==> src/rtl/cpu_clk_pkg.sv <==
// Shared definitions for the CPU clock speed sequencer: speed encodings,
// sequencer state codes and default interval lengths.
package cpu_clk_pkg;

  localparam logic [1:0] SPEED_3M5 = 2'b00;
  localparam logic [1:0] SPEED_7   = 2'b01;
  localparam logic [1:0] SPEED_14  = 2'b10;
  localparam logic [1:0] SPEED_28  = 2'b11;

  typedef logic [2:0] seq_state_t;

  localparam seq_state_t ST_IDLE      = 3'd0;
  localparam seq_state_t ST_CHECK     = 3'd1;
  localparam seq_state_t ST_WAIT_SAFE = 3'd2;
  localparam seq_state_t ST_STEP_LO   = 3'd3;
  localparam seq_state_t ST_SETTLE_LO = 3'd4;
  localparam seq_state_t ST_STEP_HI   = 3'd5;
  localparam seq_state_t ST_SETTLE_HI = 3'd6;
  localparam seq_state_t ST_DWELL     = 3'd7;

  localparam int SETTLE_CYCLES_DEF = 32;
  localparam int DWELL_CYCLES_DEF  = 16;

  // Interval counter width: wide enough to hold the longer interval itself.
  function automatic int seq_cnt_width(input int a, input int b);
    return $clog2((a > b) ? a : b) + 1;
  endfunction

endpackage

==> src/rtl/cpu_speed_sequencer_if.sv <==
// Request/status bundle between the NextREG write path and the speed sequencer.
interface cpu_speed_sequencer_if;
  logic [1:0] speed_req;
  logic       speed_wr;
  logic       cpu_safe;
  logic [1:0] cpu_speed;
  logic       busy;
  logic       done;
  logic       pending;

  modport master (
    output speed_req, speed_wr, cpu_safe,
    input  cpu_speed, busy, done, pending
  );

  modport slave (
    input  speed_req, speed_wr, cpu_safe,
    output cpu_speed, busy, done, pending
  );
endinterface

==> src/rtl/seq_interval_timer.sv <==
// Saturating interval counter shared by the settle and dwell phases; term is
// high once the count has reached limit.
module seq_interval_timer #(
  parameter int CW = 6
) (
  input  logic          clk_28,
  input  logic          reset,
  input  logic          start,
  input  logic [CW-1:0] limit,
  output logic          term
);

  logic [CW-1:0] cnt_d, cnt_q;

  // Start loads 1: the cycle that launches an interval is counted as its first.
  always_comb begin
    cnt_d = cnt_q;
    if (start)
      cnt_d = CW'(1);
    else if (cnt_q != {CW{1'b1}})
      cnt_d = cnt_q + CW'(1);
  end

  always_ff @(posedge clk_28) begin
    if (reset) cnt_q <= '0;
    else       cnt_q <= cnt_d;
  end

  assign term = (cnt_q >= limit);

endmodule

==> src/rtl/cpu_speed_sequencer.sv <==
// Steps the two-level CPU clock mux select one bit at a time (first stage,
// then second), holding each change for a settle interval, then dwells.
module cpu_speed_sequencer
  import cpu_clk_pkg::*;
#(
  parameter int SETTLE_CYCLES = SETTLE_CYCLES_DEF,
  parameter int DWELL_CYCLES  = DWELL_CYCLES_DEF
) (
  input logic                  clk_28,
  input logic                  reset,
  cpu_speed_sequencer_if.slave bus
);

  if (SETTLE_CYCLES < 1 || DWELL_CYCLES < 1) begin : g_param_chk
    $error("cpu_speed_sequencer: SETTLE_CYCLES and DWELL_CYCLES must be >= 1");
  end

  localparam int CW = seq_cnt_width(SETTLE_CYCLES, DWELL_CYCLES);
  localparam logic [CW-1:0] SETTLE_LAST = CW'(SETTLE_CYCLES - 1);
  localparam logic [CW-1:0] DWELL_LAST  = CW'(DWELL_CYCLES);

  seq_state_t    state_d, state_q;
  logic [1:0]    speed_d, speed_q;
  logic [1:0]    target_d, target_q;
  logic [1:0]    pend_val_d, pend_val_q;
  logic          pending_d, pending_q;
  logic          busy_d, busy_q;
  logic          done_d, done_q;
  logic          consume;
  logic          tmr_start, tmr_term;
  logic [CW-1:0] tmr_limit;

  seq_interval_timer #(.CW(CW)) u_timer (
    .clk_28 (clk_28),
    .reset  (reset),
    .start  (tmr_start),
    .limit  (tmr_limit),
    .term   (tmr_term)
  );

  always_comb begin
    state_d   = state_q;
    speed_d   = speed_q;
    target_d  = target_q;
    busy_d    = busy_q;
    done_d    = 1'b0;
    consume   = 1'b0;
    tmr_start = 1'b0;
    tmr_limit = SETTLE_LAST;
    case (state_q)
      ST_IDLE: begin
        if (pending_q) begin
          consume  = 1'b1;
          target_d = pend_val_q;
          state_d  = ST_CHECK;
        end
      end
      ST_CHECK: begin
        if (target_q == speed_q) begin
          done_d  = 1'b1;
          state_d = ST_IDLE;
        end else begin
          busy_d  = 1'b1;
          state_d = ST_WAIT_SAFE;
        end
      end
      ST_WAIT_SAFE: begin
        if (bus.cpu_safe) state_d = ST_STEP_LO;
      end
      ST_STEP_LO: begin
        if (target_q[0] != speed_q[0]) begin
          speed_d[0] = target_q[0];
          tmr_start  = 1'b1;
          state_d    = ST_SETTLE_LO;
        end else begin
          state_d = ST_STEP_HI;
        end
      end
      ST_SETTLE_LO: begin
        if (tmr_term) state_d = ST_STEP_HI;
      end
      ST_STEP_HI: begin
        tmr_start = 1'b1;
        if (target_q[1] != speed_q[1]) begin
          speed_d[1] = target_q[1];
          state_d    = ST_SETTLE_HI;
        end else begin
          done_d  = 1'b1;
          state_d = ST_DWELL;
        end
      end
      ST_SETTLE_HI: begin
        if (tmr_term) begin
          tmr_start = 1'b1;
          done_d    = 1'b1;
          state_d   = ST_DWELL;
        end
      end
      ST_DWELL: begin
        tmr_limit = DWELL_LAST;
        if (tmr_term) begin
          busy_d  = 1'b0;
          state_d = ST_IDLE;
        end
      end
      default: state_d = ST_IDLE;
    endcase
  end

  // A new write always wins over IDLE consuming the previous one.
  always_comb begin
    pend_val_d = bus.speed_wr ? bus.speed_req : pend_val_q;
    pending_d  = bus.speed_wr | (pending_q & ~consume);
  end

  always_ff @(posedge clk_28) begin
    if (reset) begin
      state_q    <= ST_IDLE;
      speed_q    <= SPEED_3M5;
      target_q   <= SPEED_3M5;
      pend_val_q <= SPEED_3M5;
      pending_q  <= 1'b0;
      busy_q     <= 1'b0;
      done_q     <= 1'b0;
    end else begin
      state_q    <= state_d;
      speed_q    <= speed_d;
      target_q   <= target_d;
      pend_val_q <= pend_val_d;
      pending_q  <= pending_d;
      busy_q     <= busy_d;
      done_q     <= done_d;
    end
  end

  assign bus.cpu_speed = speed_q;
  assign bus.busy      = busy_q;
  assign bus.done      = done_q;
  assign bus.pending   = pending_q;

endmodule
==> src/flat_wrapper.sv <==
// flat-port wrapper written by rule: the top's interface ports become plain ports
module cpu_speed_sequencer_flat import cpu_clk_pkg::*;
#(
  parameter int SETTLE_CYCLES = SETTLE_CYCLES_DEF,
  parameter int DWELL_CYCLES  = DWELL_CYCLES_DEF
)
  (clk_28, reset, bus_speed_req, bus_speed_wr, bus_cpu_safe, bus_cpu_speed, bus_busy, bus_done, bus_pending);
  cpu_speed_sequencer_if bus_i ();
  input logic clk_28;
  input logic reset;
  input wire logic [$bits(bus_i.speed_req)-1:0] bus_speed_req;
  input wire logic [$bits(bus_i.speed_wr)-1:0] bus_speed_wr;
  input wire logic [$bits(bus_i.cpu_safe)-1:0] bus_cpu_safe;
  output wire logic [$bits(bus_i.cpu_speed)-1:0] bus_cpu_speed;
  output wire logic [$bits(bus_i.busy)-1:0] bus_busy;
  output wire logic [$bits(bus_i.done)-1:0] bus_done;
  output wire logic [$bits(bus_i.pending)-1:0] bus_pending;
  assign bus_i.speed_req = bus_speed_req;
  assign bus_i.speed_wr = bus_speed_wr;
  assign bus_i.cpu_safe = bus_cpu_safe;
  assign bus_cpu_speed = bus_i.cpu_speed;
  assign bus_busy = bus_i.busy;
  assign bus_done = bus_i.done;
  assign bus_pending = bus_i.pending;
  cpu_speed_sequencer #(.SETTLE_CYCLES(SETTLE_CYCLES), .DWELL_CYCLES(DWELL_CYCLES)) u_core (.clk_28(clk_28), .reset(reset), .bus(bus_i));
endmodule
==> config.mk <==
export PLATFORM = sky130hd
export DESIGN_NAME = cpu_speed_sequencer_flat
export DESIGN_NICKNAME = d
export VERILOG_FILES = /design/src/rtl/cpu_clk_pkg.sv /design/src/rtl/cpu_speed_sequencer_if.sv /design/src/rtl/seq_interval_timer.sv /design/src/rtl/cpu_speed_sequencer.sv /design/src/flat_wrapper.sv
export SDC_FILE = /design/constraint.sdc
export NUM_CORES = 1
export LEC_CHECK = 0
export BUFFER_PORTS_ARGS = -buffer_cell sky130_fd_sc_hd__buf_2
export CORE_MARGIN = 4
export CORE_UTILIZATION = 60
export DETAILED_ROUTE_END_ITERATION = 12
export GPL_ROUTABILITY_DRIVEN = 0
export PLACE_DENSITY = 0.88
export SYNTH_ARGS = -nofsm -noshare
export SYNTH_HDL_FRONTEND = slang
export SYNTH_SLANG_ARGS = --single-unit
==> constraint.sdc <==
create_clock -name clk_28 -period 5 [get_ports clk_28]
set_input_delay 0 -clock clk_28 [delete_from_list [all_inputs] [get_ports clk_28]]
set_output_delay 0 -clock clk_28 [all_outputs]
set_load 0.005 [all_outputs]
==> impl_metrics.yaml <==
setup_path:
  startpoint: "u_core.state_q[2]$_SDFFE_PP0P_"
  cp_cell_sequence: "and3_1 > inv_1 > ha_1 > nand2b_1 > a21oi_1 > o211ai_1 > o221a_2"
  worstPathRequired_ns: 5.19
  crit_end: "u_core.state_q[0]$_SDFFE_PP0P_"
  crit_fanout: 14
  cp-start-kind: "register"
  critPathSlowestCell: "dfxtp_1"
  crit_type: "reg2reg"
  slowest_delay_ns: 0.60
  reg2reg_from: "u_core.state_q[2]$_SDFFE_PP0P_"
  end_kind: "register"
  r2r-end: "u_core.state_q[0]$_SDFFE_PP0P_"
  path_buf_inv: 1
  rr_worst_depth: 7
  worstPathArrival_ns: 2.43
  cp_top_family: "compound AO/OA/AOI/OAI gates"
  cp_num_cells: 7
  r2r_setup_slack_ns: 2.76
sta:
  slew_headroom_pct: 71.4
  fin_skew_ns: 0.00146
  rsz0062_at_grt: "no"
  finalSetupTns_ns: 0
  hold_violations: 0
  drv_slew: 0
  worst_pin_slew_ns: 0.429
  fin_crit_sh_pct: 44.8
  finalSetupViolCount: 0
  max_freq_mhz: 446
  period_minus_slack_ns: 2.24
synth:
  synthSimpleGateAreaFrac_pct: 24.2
  ys_types: 34
  yosysSeqAreaShare_pct: 35.9
  synth_area_mm2: 0.00100
  synth_top_family_by_area: "simple AND/OR/NAND/NOR gates"
  synth-compound-area-share_pct: 16.6
  yosys_warnings: 0
  synth_mux_area_share_pct: 8.98
  synth_fa_ha_area_share_pct: 6.23
  synthXorXnorAreaFrac_pct: 4.24
  syn-num-nets: 126
  ys_ff_latch: 18
  syn_area_per_cell_um2: 8.73
  synth_cells: 115
grt:
  grt_overflow: 0
  grt_pass1_vias: 768
  antenna_found_initial: 0
  grt_pass1_wl_um: 3440
  grt_usage_pct: 18.0
  grt_max_degree: 15
floorplanning:
  dieHeight_um: 48.9
  fp-row-count: 14
  coreArea_mm2: 0.00154
  die_area_mm2: 0.00239
  start_util_pct: 65.1
  ios: 11
  die_x_um: 48.9
placement:
  place_hpwl_um: 1420
  port_buffers: 10
  dp.cells: 137
  placed_area_mm2: 0.00105
clocking:
  cts_setup_buffers: 0
  cts.sinks: 18
  root_buffer: "clkbuf_4"
  cts_tree: "built"
  cts.htree.levels: 1
  clockBufferDepth: 2
  numCtsBuffers: 3
  path_clk_slew_ns: 0.10
  worstSkewPairLatency_ns: 0.29
power_and_ir_drop:
  irDropWorstVdd_uv: 237
  p_leak_nw: 0.467
  total_power_mw: 0.277
  powerDensity_mw_per_mm2: 248
routing:
  first_iter_violations: 35
  wl_per_cell_um: 13.8
  drcViolationCount: 0
  vias_per_cell: 5.97
  antenna_left: 0
  top_layer: "met4"
  route.vias.total: 859
  dr.pass1.iters: 4
  route.met3.wl_um: 81
  wirelength_um: 1990
  wl_met2_um: 879
  wl_met1_um: 978
final_layout:
  nets: 140
  finalNonFillerCells: 144
  antenna_cells: 0
  layout.cells.most_common_list: "dfxtp_1, nor2_1, a21oi_1, buf_2, mux2i_1"
  final_cell_area_mm2: 0.00112
  utilization_pct: 72.4
  drive_above_1_share_pct: 14.8
  area_growth_pct: 11.2
  final_common_cell: "dfxtp_1"
flow_run:
  cap_violations: 0
worst_hold_path:
  hp-class: "in2reg"
  hold_start: "reset"
run_status:
  status: "complete, no violations"
metrics by stage:
stage / worst slack [ns] / hold slack, ns
floorplan: 2.94 / 0.0728
global placement: 2.91 / 0.236
detailed placement: 2.83 / 0.254
CTS: 2.79 / 0.0353
global route: 2.61 / 0.0348
finish: 2.76 / 0.0351
report_power, final:
group,switching (mW),total (mW),internal [mW]
combinational,0.0153,0.0312,0.0159
clock,0.0448,0.0891,0.0444
sequential,0.00724,0.156,0.149
cells in the mapped netlist, drive strengths merged:
library cell,count,share of area [%]
or4b,1,1.0
ha,5,6.2
a211oi,2,1.5
nor2b,2,1.2
nor3,5,2.5
or3,1,1.1
and2b,1,0.75
a21o,3,2.2
o211ai,2,1.5
o2111ai,1,0.87
o2111a,1,1.1
mux2i,9,9.0
o221a,1,1.1
nand2,6,2.2
dfxtp,18,36
nor2,12,5.2
clkbuf,2,0.75
xnor2,4,4.2
a31oi,2,1.2
nand2b,4,2.5
or2b,1,0.75
buf,2,1.6
nand3,7,3.5
and3,3,2.0
o21ai,4,2.0
nand3b,1,0.75
and2,1,0.62
inv,4,1.5
a21oi,10,5.0
per-layer routing:
| layer | vias to the layer above | global-route usage (%) |
|---|---|---|
| met5 | - | 0 |
| met4 | 0 | 6.73 |
| met3 | 6 | 4.89 |
| met2 | 18 | 27.6 |
| met1 | 397 | 23.8 |
| li1 | 438 | - |
kinds of logic after synthesis:
logic type	Yosys count
AOI/OAI and AO/OA	26
DFF	18
and+or+nand+nor	45
adders and majority gates	5
xor gates and xnor gates	4
buffers and inverters	8
muxes	9
final cells by class:
cell class,instances,area (µm²)
tap,16,20.0
timing repair buffer,13,80.1
fill,116,425
multi-input combinational,89,604
sequential,18,360
clock buffer,4,36.3
inverter,4,15.0
state kept, by name, indices dropped and copies added (netlist names):
signal	cells
u_core.bus.cpu_speed	2
u_core.pend_val_q	2
u_core.target_q	2
u_core.bus.done	1
u_core.bus.busy	1
u_core.bus.pending	1
u_core.u_timer.cnt_q	6
u_core.state_q	3
worst min-delay path by stage:
stage	to	slack [ns]	cells after the start
CTS	u_core.bus.cpu_speed[0]$_SDFFE_PP0P_	0.04	2
finish	u_core.bus.cpu_speed[1]$_SDFFE_PP0P_	0.04	2
floorplan	u_core.bus.busy$_SDFFE_PP0P_	0.07	1
global placement	u_core.pend_val_q[1]$_SDFFE_PP0P_	0.24	3
detailed placement	u_core.pend_val_q[0]$_SDFFE_PP0P_	0.25	3
global route	u_core.target_q[1]$_SDFFE_PP0P_	0.03	2
what timing repair did:
action,CTS,global route
hold buffers,3,0
hold endpoints to repair,3,0
gates resized for setup,0,0
No activity file was read; power rests on OpenSTA's default activity.
